===== src/rtl/mem_arbiter.sv =====
// rtl/mem_arbiter.sv - two-port arbiter and access sequencer for a single-ported memory
module mem_arbiter #(
    parameter int FIXED_PRIORITY = 0,
    parameter int ADDR_WIDTH     = 32,
    parameter int DATA_WIDTH     = 32
) (
    input  logic                  clk,
    input  logic                  rst,

    input  logic                  p0_req_i,
    input  logic                  p0_we_i,
    input  logic [ADDR_WIDTH-1:0] p0_addr_i,
    input  logic [DATA_WIDTH-1:0] p0_wdata_i,
    output logic [DATA_WIDTH-1:0] p0_rdata_o,
    output logic                  p0_ack_o,

    input  logic                  p1_req_i,
    input  logic                  p1_we_i,
    input  logic [ADDR_WIDTH-1:0] p1_addr_i,
    input  logic [DATA_WIDTH-1:0] p1_wdata_i,
    output logic [DATA_WIDTH-1:0] p1_rdata_o,
    output logic                  p1_ack_o,

    output logic                  mem_rd_en_o,
    output logic                  mem_wr_en_o,
    output logic [ADDR_WIDTH-1:0] mem_addr_o,
    output logic [DATA_WIDTH-1:0] mem_data_o,
    input  logic [DATA_WIDTH-1:0] mem_data_i,
    input  logic                  mem_ack_i
);

    typedef enum logic [1:0] {
        IDLE   = 2'd0,
        ACCESS = 2'd1,
        RESP   = 2'd2
    } state_t;

    state_t                state;
    state_t                state_next;

    logic                  any_req;
    logic                  winner;
    logic                  start;

    // last_grant remembers the most recent winner so ties alternate in round-robin mode
    logic                  last_grant;
    logic                  grant_lat;
    logic                  we_lat;
    logic [ADDR_WIDTH-1:0] addr_lat;
    logic [DATA_WIDTH-1:0] wdata_lat;
    logic [DATA_WIDTH-1:0] resp_data;

    assign any_req = p0_req_i | p1_req_i;
    assign start   = (state == IDLE) && any_req;

    // Pick the port that wins this IDLE cycle (0 = port 0, 1 = port 1)
    always_comb begin
        winner = 1'b0;
        if (p0_req_i && p1_req_i) begin
            if (FIXED_PRIORITY != 0) begin
                winner = 1'b0;
            end else begin
                winner = ~last_grant;
            end
        end else if (p1_req_i) begin
            winner = 1'b1;
        end
    end

    // Next-state logic: one access, optional wait states, one response cycle
    always_comb begin
        state_next = state;
        case (state)
            IDLE: begin
                if (any_req) begin
                    state_next = ACCESS;
                end
            end
            ACCESS: begin
                if (mem_ack_i) begin
                    state_next = RESP;
                end
            end
            RESP: begin
                state_next = IDLE;
            end
            default: begin
                state_next = IDLE;
            end
        endcase
    end

    // State register
    always_ff @(posedge clk) begin
        if (rst) begin
            state <= IDLE;
        end else begin
            state <= state_next;
        end
    end

    // Capture the winning request once, at the IDLE to ACCESS hand-off
    always_ff @(posedge clk) begin
        if (rst) begin
            last_grant <= 1'b1;
            grant_lat  <= 1'b0;
            we_lat     <= 1'b0;
            addr_lat   <= '0;
            wdata_lat  <= '0;
        end else if (start) begin
            last_grant <= winner;
            grant_lat  <= winner;
            we_lat     <= winner ? p1_we_i    : p0_we_i;
            addr_lat   <= winner ? p1_addr_i  : p0_addr_i;
            wdata_lat  <= winner ? p1_wdata_i : p0_wdata_i;
        end
    end

    // Memory side: enables only in ACCESS, and never while reset is asserted
    always_comb begin
        mem_rd_en_o = 1'b0;
        mem_wr_en_o = 1'b0;
        mem_addr_o  = '0;
        mem_data_o  = '0;
        if (state == ACCESS) begin
            mem_rd_en_o = ~we_lat & ~rst;
            mem_wr_en_o = we_lat & ~rst;
            mem_addr_o  = addr_lat;
            mem_data_o  = wdata_lat;
        end
    end

    // Requester side: ack and data go to the granted port only, during RESP
    always_comb begin
        p0_ack_o   = 1'b0;
        p1_ack_o   = 1'b0;
        p0_rdata_o = '0;
        p1_rdata_o = '0;
        resp_data  = we_lat ? '0 : mem_data_i;
        if (state == RESP) begin
            if (grant_lat) begin
                p1_ack_o   = 1'b1;
                p1_rdata_o = resp_data;
            end else begin
                p0_ack_o   = 1'b1;
                p0_rdata_o = resp_data;
            end
        end
    end

endmodule


===== config.mk =====
export PLATFORM = sky130hd
export DESIGN_NAME = mem_arbiter
export DESIGN_NICKNAME = d
export VERILOG_FILES = /design/src/rtl/mem_arbiter.sv
export SDC_FILE = /design/constraint.sdc
export NUM_CORES = 1
export LEC_CHECK = 0
export BUFFER_PORTS_ARGS = -buffer_cell sky130_fd_sc_hd__buf_2
export CORE_AREA = 2 2 116 118
export CTS_CLUSTER_DIAMETER = 50
export DETAILED_ROUTE_END_ITERATION = 16
export DIE_AREA = 0 0 118 120
export GPL_ROUTABILITY_DRIVEN = 0
export PLACE_DENSITY = 0.7
export SLEW_MARGIN = 20
export SYNTH_ARGS = -nofsm -noshare
export SYNTH_HDL_FRONTEND = slang
export SYNTH_SLANG_ARGS = --single-unit
export TNS_END_PERCENT = 50

===== constraint.sdc =====
create_clock -name clk -period 1.4 [get_ports clk]
set_input_delay 0.28 -clock clk [delete_from_list [all_inputs] [get_ports clk]]
set_output_delay 0.28 -clock clk [all_outputs]
set_load 0.01 [all_outputs]

==> results of run 1 <==
==> area by class of cell <==
class	count	area, um^2
Fill cell	1302	6100
Multi-Input combinational cell	441	2890
Timing Repair Buffer	329	2100
Sequential cell	69	1380
Clock buffer	12	256
Tap cell	176	220
Clock inverter	4	22.5
Inverter	3	11.3
==> sequential cells by signal, indices dropped and copies added (netlist names) <==
signal	cells
addr_lat	32
grant_lat	1
last_grant	1
state	2
wdata_lat	32
we_lat	1
==> synth_stat cells, drive strengths merged <==
library cell	count	area, um^2
a311oi	65	813
nand2b	33	206
a21oi	66	330
a21bo	2	20.0
o21ai	1	5.00
nor3b	2	15.0
a2bb2oi	1	8.76
dfxtp	69	1380
nor3	1	5.00
or3b	1	8.76
nor2	66	250
nand3	1	5.00
nand3b	1	7.51
nand2	131	492
or2	1	6.26
clkbuf	38	143
a31oi	1	6.26
nor2b	1	6.26
inv	3	11.3
a21boi	1	7.51
and2	65	409
buf	23	151
==> stage by stage <==
stage,setup WS [ns],hold WS (ns)
after floorplan,-0.00517,0.419
after global placement,-0.0501,0.501
after detailed placement,-0.0815,0.507
after CTS,-0.420,0.197
after global routing,-0.457,0.207
final,-0.400,0.209
==> power groups by stage <==
| stage | clock network, mW | logic [mW] | registers [mW] |
|---|---|---|---|
| floorplan | 0 | 1.20 | 2.32 |
| global placement | 0 | 1.89 | 2.34 |
| detailed placement | 0 | 1.90 | 2.34 |
| CTS | 2.19 | 1.93 | 2.31 |
| global route | 2.28 | 2.11 | 2.34 |
| finish | 2.14 | 1.94 | 2.31 |
==> how the worst min path moves through the flow <==
stage,start,to,slack (ns)
3_5_place_dp,addr_lat[13],addr_lat[13],0.51
5_1_grt,p0_addr_i[11],addr_lat[11],0.21
4_1_cts,p0_addr_i[12],addr_lat[12],0.20
2_1_floorplan,p1_req_i,last_grant,0.42
6_report,p0_addr_i[0],addr_lat[0],0.21
3_3_place_gp,addr_lat[6],addr_lat[6],0.50
==> layer usage <==
layer	track usage	vias up
met5	0	-
met4	0.0610	2
met3	0.0528	19
met2	0.378	206
met1	0.248	2345
li1	-	2513
==> cell families after synthesis <==
logic type	count (synthesis)
AO/OA/AOI/OAI	137
buffers and inverters	64
flip-flops	69
AND/OR/NAND/NOR	303
==> timing repair <==
action                                  in CTS  in global routing
gates resized for setup                     30                  9
buffers inserted                             0                  0
pin swaps                                    4                 24
endpoints found under the setup margin     132                174
cloned                                       1                  0
endpoints found under the hold margin        0                  0
==> worst min-delay path, cell delays in order <==
cell      delay [ns]
buf_2           0.10
nand2_1         0.04
a311oi_1        0.06
==> results.txt, run 1 <==
Launch instance of the worst register-to-register path: state[0]. The complex-gate fraction of the synthesized area came out at 0.278. The starting utilization of the core area was 0.330; the post-synthesis register bit count was 69.

For the total power, the log shows 6.39 mW. The number of failing hold endpoints at the final stage is 0. In the layout the commonest cells are buf_2 (273), nand2_1 (131), dfxtp_1 (67). The tools report the end of the worst register-to-register path as wdata_lat[5].

Diode insertion count for antenna repair: 0. Counting every net in the synthesized netlist gives 740. For this run, the post-layout net count is 1020. The worst setup path is launched from a flip-flop.

In the synthesized netlist, the number of instances is 573. For the largest net degree at the start of global routing, the log shows 47. The total internal power is 4.37 mW.

The run gives 7.82 mm as the amount of wire on met2 after detailed routing. The remaining number of nets flagged by the antenna check after routing is 0. Summed over all failing endpoints, the final setup total negative slack is -44.53 ns.

The mux share of post-synthesis cell area is 0. The tools report the register area share after synthesis as 0.322. The slowest stage of the critical path is the or3b_4 cell. For the initial antenna violation count, the log shows 1. The die boundary height is 120 um.

In the final routed layout, each cell accounts on average for 14.9 um. The final critical-path share of the clock period was 1.29. The run gives 6.28 mm as the met1 layer wirelength in the final routing. In this run the power density over the cells is 929 mW/mm^2.

The Yosys warning count came out at 0. In the routed design, unresolved DRC markers number 0. The run gives 1034 as the final standard cell count with taps included and fillers excluded. The highest net fanout along the worst path is 5. The switching power share of the total works out to 0.316. The tools report the endpoint kind of the worst setup timing path as an output port.

The standard cell area after detailed placement is 0.00640 mm^2, and the via density per instance is 4.92. The routed design has 15.4 mm of wire. Part of the total power dissipated in sequential elements: 0.362.

The total number of vias was 5085. The flow ran to the end, but the final reports show violations. The worst hold path was traced through 3 stages. The first detailed-routing pass ran for 4 iterations.

The number of global-route vias before repair was 4892. The mean area per synthesized cell is 7.49 um^2, and the number of cells after detailed placement is 1017. The largest single stage delay on the critical path is 0.44 ns. The top cell family by delay on the critical path was simple AND/OR/NAND/NOR gates.

The switching component of the power is 2.02 mW. Input and output buffers added on the ports amount to 298. Between clock sinks in the finished design, the worst skew comes to 0.00403 ns. The path class of the lowest-slack min-delay path was input pin to flip-flop. The share of final-layout standard cells stronger than drive strength 1 came out at 0.502. Global routing finished with a remaining overflow of 0. TritonCTS built the clock tree.

The number of rows created at floorplan is 42. The count of maximum capacitance violations is 0. The clock root buffer is clkbuf_16. The signal on the critical path passes through or3b_4, buf_4, nor2_4, buf_2. The number of clock buffers added by TritonCTS is 9. The combinational share of power is 0.303. At the worst endpoint, the required time is 1.12 ns. The amount of wire on met3 after detailed routing is 1.09 mm.

For the global routing usage summed across all routing layers, the log shows 0.211. The H-tree was split into 3 levels. The region available for standard cell placement spans 0.0130 mm^2. The growth of design area from synthesis to finish came out at 60.4%.

Across the VDD grid, the largest voltage drop is 466 uV. Buffers inserted to repair hold after CTS numbered 0. The logs give 0.00688 mm^2 for the post-route standard cell area excluding fillers and 11.1 mm for the detailed placer's ending HPWL. The simple-gate portion of the synthesized area works out to 0.329.

Data arrives at the worst endpoint at 1.52 ns. The xor and xnor fraction of the mapped netlist area was 0. Number of gates on the worst path with buffers counted: 4. Setup repair after global routing could not meet its margin everywhere. The floorplan step defined a die boundary enclosing 0.0142 mm^2.

The tightest slew margin relative to the limit was 0.810; the portion of total power attributed to the clock network was 0.335. The worst register-to-register path has a setup slack of 0.01 ns. The critical path ends at p0_rdata_o[15].

Most common cell after layout, fill and taps aside: buf_2. The first routing iteration left 301 violations. The synthesized-area fraction occupied by adder cells came out at 0. The synthesized netlist contains 27 unique library cells. The final reports fail on negative setup slack. The type of the worst setup path was flip-flop to output port.

From left edge to right edge, the die measures 118 um. Combinational family with the most area after synthesis: simple AND/OR/NAND/NOR gates. Together, buffers and inverters on the worst path number 2. In this run the static leakage power is 3.31 nW. Based on the critical path, the design can be clocked at up to 555 MHz. Setup violations remaining at the end of the flow were counted as 132.

The critical path starts at state[1]. Clock-pin slew was measured on the worst setup and hold paths at 0.06 ns. The number of pins with negative max-slew slack in the final report was 0; the deepest clock path buffer count was 2. The clock sink total was 69.

For the global-route wire length before repair, the log shows 24.5 mm. Summing every instance area after synthesis gives 0.00429 mm^2. For the number of I/O pins, the log shows 299. For the worst-skew pair later-pin latency, the log shows 0.33 ns. Subtracting the final worst setup slack from the clock period gives 1.80 ns. The final critical-path setup slack was -0.400 ns. The highest metal layer used by the detailed router is met5. The transition at the pin with the smallest max-transition slack is 0.285 ns, and the logic depth of the worst register-to-register path is 5.

Final core utilization: 0.530.
Power figures use the tool's default switching activity.
==> run 2, diff against run 1 <==
--- a/config.mk
+++ b/config.mk
@@ -11,9 +11,9 @@
 export DETAILED_ROUTE_END_ITERATION = 16
 export DIE_AREA = 0 0 118 120
 export GPL_ROUTABILITY_DRIVEN = 0
-export PLACE_DENSITY = 0.7
+export PLACE_DENSITY = 0.71
 export SLEW_MARGIN = 20
 export SYNTH_ARGS = -nofsm -noshare
 export SYNTH_HDL_FRONTEND = slang
 export SYNTH_SLANG_ARGS = --single-unit
-export TNS_END_PERCENT = 50
+export TNS_END_PERCENT = 20
==> run 2 against run 1 <==
Effect of this change: the run still ends with negative setup slack left; routed wire length rose by 10%; cell count increased by 0.29%; cell area increased by 8.8%; global-route usage is 0.45 points higher; critical path depth is the same; setup slack got worse by 0.049 ns; total power grew 6.7%; critical endpoint is now p0_rdata_o[8].
==> results.txt, run 2 (synthesis results as in run 1) <==
The worst-case clock skew came out at 0.00789 ns (was 0.00403 ns). Violated checks: negative setup slack (unchanged). The run gives 519 uV (was 466 uV) as the peak supply drop.

The count of input and output buffers is 298 (unchanged), and the count of maximum capacitance violations is 0 (unchanged). The wire length per cell after detailed routing is 16.4 um (was 14.9 um), and the reg-to-reg setup timing slack is -0.03 ns (was 0.01 ns). The count of cells along the worst hold path is 3 (unchanged).

The count of hold-fix buffers inserted at cts came out at 0 (unchanged). The final wirelength came out at 17.0 mm (was 15.4 mm). For the final critical-path setup slack, the log shows -0.450 ns (was -0.400 ns). The leakage component of the power came out at 3.48 nW (was 3.31 nW). TritonCTS built the clock tree.

The endpoint kind of the worst setup timing path was an output port (unchanged). The starting utilization of the core area is 0.330 (unchanged). The DRC violation total after the first TritonRoute iteration is 237 (was 301).

The logs give 3 (unchanged) for the H-tree depth and -0.0839 ns (was -0.0815 ns) for the pre-CTS worst setup slack. Worst-skew pair later-pin latency: 0.33 ns (about the same). Hold path startpoint: p0_addr_i[14] (was p0_addr_i[0]).

For the clock sink total, the log shows 69 (unchanged). The kind of launch point of the worst setup path is a flip-flop (unchanged). The number of design rule violations left after detail routing came out at 0 (unchanged). The detailed placer's ending HPWL was 11.4 mm (was 11.1 mm). The run gives 299 (unchanged) as the number of I/O pins. The run gives 5254 (was 5085) as the total number of vias. The run gives 172 (was 132) as the number of failing setup endpoints in the final timing report. The global-route wire length before repair was 24.4 mm (was 24.5 mm). Critical path's slowest cell: or3b_4 (unchanged).

The run gives 60 (was 47) as the largest net degree at the start of global routing. The minimum period implied by the final worst setup slack is 1.85 ns (was 1.80 ns). The path class of the lowest-slack min-delay path was input pin to flip-flop (unchanged).

The most common cell after layout, fill and taps aside was buf_2 (unchanged). The transition at the pin with the smallest max-transition slack came out at 0.468 ns (was 0.285 ns). For the required time at the endpoint of the critical path, the log shows 1.12 ns (about the same).

For the number of rows created at floorplan, the log shows 42 (unchanged). Clock root buffer: clkbuf_16 (unchanged). Launch instance of the worst register-to-register path: state[1] (was state[0]).

The run gives 0.00632 mm^2 (was 0.00640 mm^2) as the standard cell area after detailed placement. Most frequent cells in the layout: buf_2 (223), nand2_1 (131), buf_6 (75) (was buf_2 (273), nand2_1 (131), dfxtp_1 (67)). The filler cell count in the final layout is 1176 (was 1302), and the final critical-path share of the clock period is 1.32 (was 1.29). The power per standard cell area works out to 911 mW/mm^2 (was 929 mW/mm^2). The logs give 0.0142 mm^2 (unchanged) for the die footprint and 1.57 ns (was 1.52 ns) for the data arrival time of the worst path.

The final net count was 1024 (was 1020); the number of global-route vias before repair was 4905 (was 4892). The growth of design area from synthesis to finish was 74.5% (was 60.4%); the via density per instance was 5.07 (was 4.92). Setup repair after global routing could not meet its margin everywhere. The share of final-layout standard cells stronger than drive strength 1 came out at 0.560 (was 0.502). The logic depth of the worst register-to-register path was 6 (was 5). The die width was 118 um (unchanged).

Top Registers: addr_lat: 32 flops, wdata_lat: 32 flops, state: 2 flops (unchanged). For the remaining number of nets flagged by the antenna check after routing, the log shows 0 (unchanged). Cells traversed along the worst timing path: or3b_4, clkbuf_16, nor2_4, buf_6 (was or3b_4, buf_4, nor2_4, buf_2).

The area of the core region is 0.0130 mm^2 (unchanged). The type of the worst setup path was flip-flop to output port (unchanged). The clock buffer count from CTS was 9 (unchanged); the tightest slew margin relative to the limit was 0.688 (was 0.810). The logs give 0 (unchanged) for the number of pins with negative max-slew slack in the final report and 6.82 mW (was 6.39 mW) for the total power. The clock input transition at the sequential cells of the worst setup and hold paths is 0.06 ns (about the same), and the first-pass iteration count of the detailed router is 4 (unchanged). For the maximum achievable frequency, the log shows 541 MHz (was 555 MHz). The logs give 0.215 (was 0.211) for the global routing usage summed across all routing layers and 0 (unchanged) for the number of failing hold endpoints at the final stage.

The run finished, with violations left. The deepest clock path buffer count was 2 (unchanged); the total overflow reported by the global router was 0 (unchanged). The highest net fanout along the worst path is 6 (was 5).

The delay contributed by the slowest stage of the critical path is 0.50 ns (was 0.44 ns). The sum of buffers and inverters on the critical path came out at 2 (unchanged). The top cell family by delay on the critical path was simple AND/OR/NAND/NOR gates (unchanged). The start point of the critical path is state[0] (was state[1]). The initial antenna violation count was 1 (unchanged). The number of gates on the worst path with buffers counted was 4 (unchanged); the die boundary height was 120 um (unchanged).

The worst hold slack is 0.213 ns (was 0.209 ns), and the post-route standard cell area excluding fillers is 0.00749 mm^2 (was 0.00688 mm^2).
-- run 2: cell count changes in the layout (fill, tap and decap cells not counted), moves of 9 or more --
cell and delta:
buf_6 +49, buf_2 -50, and2_1 -36, and2_4 +36, nor2_2 +9, nor2_1 -11
-- run 2: power breakdown --
group | internal, mW | switching [mW]
Clock | 1.51 | 0.799
Combinational | 1.06 | 1.13
Sequential | 2.20 | 0.122
Total | 4.77 | 2.05
-- run 2: area by class of cell --
type	count	area, um^2	area share
clock buffers	13	270	0.0361
inverters	3	11.3	0.00150
flip-flops and latches	69	1390	0.185
diodes	1	2.50	0.000334
well taps	176	220	0.0294
multi-input cells	440	3010	0.401
repair buffers	334	2560	0.342
clock inverters	1	30.0	0.00401
-- run 2: metal layers --
metal | routed length (um) | global-route usage | up-vias
li1 | - | - | 2521
met1 | 6490 | 0.244 | 2433
met2 | 8580 | 0.383 | 256
met3 | 1280 | 0.0542 | 44
met4 | 631 | 0.0934 | 0
met5 | 0 | 0 | -
-- run 2: final timing paths --
path                    to
max reg2reg   addr_lat[23]
min reg2reg    addr_lat[0]
max          p0_rdata_o[8]
min           addr_lat[14]
-- run 2: worst reg2reg max path, delay by kind of cell, from the launching register on --
family,cells,cell delay [ns]
AO/OA/AOI/OAI,1,0.15
buffers and inverters,3,0.44
flip-flops,1,0.32
AND/OR/NAND/NOR,2,0.40
-- run 2: repair_timing --
item                                    in CTS  in global routing
endpoints found under the setup margin     132                154
cloned                                       1                  7
pin swaps                                    6                 46
setup buffers                                1                  1
resized for setup                           42                108
endpoints found under the hold margin        0                  0
-- run 2: stage by stage --
step           setup TNS (ns)   util  cells
5_1_grt                -52.92  0.577   1036
3_3_place_gp            -5.76  0.487   1012
3_5_place_dp            -6.61  0.487   1012
2_1_floorplan          -0.310      -    573
6_report               -42.28  0.577   1037
4_1_cts                -43.96  0.529   1028
==> run 3, diff against run 2 <==
--- a/config.mk
+++ b/config.mk
@@ -6,12 +6,12 @@
 export NUM_CORES = 1
 export LEC_CHECK = 0
 export BUFFER_PORTS_ARGS = -buffer_cell sky130_fd_sc_hd__buf_2
-export CORE_AREA = 2 2 116 118
+export CORE_AREA = 3 3 114 116
 export CTS_CLUSTER_DIAMETER = 50
 export DETAILED_ROUTE_END_ITERATION = 16
-export DIE_AREA = 0 0 118 120
+export DIE_AREA = 0 0 117 119
 export GPL_ROUTABILITY_DRIVEN = 0
-export PLACE_DENSITY = 0.71
+export PLACE_DENSITY = 0.74
 export SLEW_MARGIN = 20
 export SYNTH_ARGS = -nofsm -noshare
 export SYNTH_HDL_FRONTEND = slang
==> run 3 against run 2 <==
Effect of this change: the run still ends with negative setup slack left; non-clock buffer count is 5 lower; fmax is 3.7% higher; sequential power hardly changed; clock skew is 0.0028 ns lower; global-route usage is 0.24 points lower; utilization is 1.6 points higher; register-to-register slack better by 0.05 ns; clock power is 15% higher; die area is 1.7% lower; total power is 2.4% higher; critical path type unchanged; largest power group is now clock; highest routed layer unchanged.
==> results.txt, run 3 (synthesis results as in run 1) <==
The reg-to-reg setup timing slack was 0.02 ns (was -0.03 ns). The peak supply drop is 599 uV (was 519 uV), and the initial antenna violation count is 0 (was 1). The logs give 132 (was 172) for the number of failing setup endpoints in the final timing report and 69 (unchanged) for the clock sink total. The switching power share of the total was 0.291 (was 0.300). The run gives 299 (unchanged) as the number of I/O pins.

The die width came out at 117 um (was 118 um). The required time at the endpoint of the critical path was 1.12 ns (about the same); the switching component of the power was 2.03 mW (was 2.05 mW). Violated checks: negative setup slack (unchanged). The final critical-path share of the clock period came out at 1.27 (was 1.32).

Launch instance of the worst register-to-register path: state[0] (was state[1]). The logs give 11.5 mm (was 11.4 mm) for the detailed placer's ending HPWL and 0.331 (was 0.341) for the part of the total power dissipated in sequential elements. The die boundary height was 119 um (was 120 um); the total internal power was 4.95 mW (was 4.77 mW).

The global routing usage summed across all routing layers came out at 0.213 (was 0.215). The logs give 2 (unchanged) for the deepest clock path buffer count and 0 (unchanged) for the remaining number of nets flagged by the antenna check after routing. The delay contributed by the slowest stage of the critical path works out to 0.42 ns (was 0.50 ns). The portion of total power attributed to the clock network came out at 0.378 (was 0.338). For the starting utilization of the core area, the log shows 0.357 (was 0.330). The growth of design area from synthesis to finish was 66.0% (was 74.5%).

The most common cell after layout, fill and taps aside was buf_2 (unchanged). Data arrival time of the worst path: 1.50 ns (was 1.57 ns). The endpoint kind of the worst setup timing path was an output port (unchanged).

The first-pass iteration count of the detailed router is 4 (unchanged), and the diode insertion count for antenna repair is 0 (was 1). Final critical-path setup slack: -0.384 ns (was -0.450 ns). The run finished, with violations left. The type of the worst setup path was flip-flop to output port (unchanged). Clock buffer count from CTS: 9 (unchanged). The total power came out at 6.98 mW (was 6.82 mW). The maximum achievable frequency is 560 MHz (was 541 MHz), and the die footprint is 0.0139 mm^2 (was 0.0142 mm^2). TritonCTS built the clock tree.

Kind of launch point of the worst setup path: a flip-flop (unchanged). The share of final-layout standard cells stronger than drive strength 1 was 0.522 (was 0.560); the transition at the pin with the smallest max-transition slack was 0.353 ns (was 0.468 ns). The largest net degree at the start of global routing was 49 (was 60).

The power per standard cell area works out to 981 mW/mm^2 (was 911 mW/mm^2). The final wirelength is 16.1 mm (was 17.0 mm). Total number of vias: 5085 (was 5254).

The hold path startpoint was p0_addr_i[0] (was p0_addr_i[14]). The number of global-route vias before repair was 4763 (was 4905). The logs give 23.7 mm (was 24.4 mm) for the global-route wire length before repair and 0.765 (was 0.688) for the tightest slew margin relative to the limit.

The run gives 0 (unchanged) as the total overflow reported by the global router. The DRC violation total after the first TritonRoute iteration is 266 (was 237), and the count of maximum capacitance violations is 0 (unchanged). The run gives 1055 (was 1176) as the filler cell count in the final layout. Setup repair after global routing could not meet its margin everywhere. The run gives 0 (unchanged) as the number of failing hold endpoints at the final stage.

The final net count was 1019 (was 1024); the wire length per cell after detailed routing was 16.1 um (was 16.4 um). The via density per instance works out to 5.06 (was 5.07). The highest net fanout along the worst path works out to 17 (was 6).

The critical path's slowest cell is or3b_4 (unchanged). Clock root buffer: clkbuf_16 (unchanged). The number of design rule violations left after detail routing was 0 (unchanged); the minimum period implied by the final worst setup slack was 1.78 ns (was 1.85 ns). The combinational share of power was 0.292 (was 0.321); the area occupied by registers was 0.00138 mm^2 (was 0.00139 mm^2). The number of pins with negative max-slew slack in the final report was 0 (unchanged). For the worst-skew pair later-pin latency, the log shows 0.33 ns (about the same). The count of input and output buffers was 298 (unchanged). The start point of the critical path is state[0] (unchanged). The aggregate negative setup slack is -39.99 ns (was -42.28 ns). Top Registers: addr_lat: 32 flops, wdata_lat: 32 flops, state: 2 flops (unchanged).

The count of hold-fix buffers inserted at cts is 0 (unchanged). Most frequent cells in the layout: buf_2 (248), nand2_1 (131), dfxtp_1 (67) (was buf_2 (223), nand2_1 (131), buf_6 (75)). Cells traversed along the worst timing path: or3b_4, buf_12, nor2_4, buf_6 (was or3b_4, clkbuf_16, nor2_4, buf_6). The path class of the lowest-slack min-delay path is input pin to flip-flop (unchanged).

The area of the core region is 0.0120 mm^2 (was 0.0130 mm^2), and the number of rows created at floorplan is 40 (was 42). The logs give 3 (unchanged) for the H-tree depth and 0.00292 mm^2 (was 0.00301 mm^2) for the area taken by multi-input logic gates. The worst-case clock skew is 0.00505 ns (was 0.00789 ns).

The leakage component of the power came out at 3.38 nW (was 3.48 nW). The clock input transition at the sequential cells of the worst setup and hold paths works out to 0.06 ns (about the same).
## run 3: cell types whose count changed in the layout (fill, tap and decap cells not counted), sizes merged
cell / delta
clkinv: +1
diode: -1
clkbuf: -3
bufinv: +2
buf: -3
## run 3: power by group through the flow
| stage | clock network [mW] | logic (mW) | registers (mW) |
|---|---|---|---|
| floorplan | 0 | 1.20 | 2.32 |
| global placement | 0 | 1.87 | 2.34 |
| detailed placement | 0 | 1.89 | 2.34 |
| CTS | 2.68 | 1.91 | 2.30 |
| global route | 2.78 | 2.22 | 2.34 |
| finish | 2.64 | 2.04 | 2.31 |
## run 3: final cells by class
class,instances,share of cell area
clock inverters,4,0.0134
repair buffers,329,0.320
inverters,3,0.00158
clock buffers,12,0.0346
well taps,147,0.0258
flip-flops and latches,69,0.194
multi-input cells,440,0.410
## run 3: worst paths after layout
check                    to  cells after the start
max          p0_rdata_o[20]                      4
min             addr_lat[0]                      3
max reg2reg    wdata_lat[8]                      5
min reg2reg    addr_lat[14]                      2
## run 3: stage by stage
step	hold slack, ns	worst slack, ns	cell area (um^2)	instances	utilization
2_1_floorplan	0.419	-0.00517	4570	573	-
3_3_place_gp	0.502	-0.0230	6300	983	0.525
6_report	0.207	-0.384	7120	1004	0.593
5_1_grt	0.209	-0.437	7120	1004	0.593
3_5_place_dp	0.507	-0.0936	6300	983	0.525
4_1_cts	0.200	-0.384	6850	1000	0.570
## run 3: timing repair
| item | CTS | global route |
|---|---|---|
| pin swaps | 10 | 43 |
| gates cloned | 0 | 3 |
| endpoints found under the setup margin | 147 | 193 |
| resized for setup | 37 | 44 |
| setup buffers | 1 | 1 |
## run 3: layer usage
| layer | global-route usage | up-vias | part of all wire |
|---|---|---|---|
| li1 | - | 2507 | - |
| met5 | 0 | - | 0 |
| met1 | 0.236 | 2328 | 0.39 |
| met3 | 0.0605 | 29 | 0.077 |
| met2 | 0.382 | 221 | 0.51 |
| met4 | 0.0731 | 0 | 0.023 |
## run 3: worst max-delay path, delay by kind of cell (launching register included)
family / cells / cell delay, ns
buffers and inverters: 2 / 0.31
AND/OR/NAND/NOR: 2 / 0.53
flip-flops: 1 / 0.34
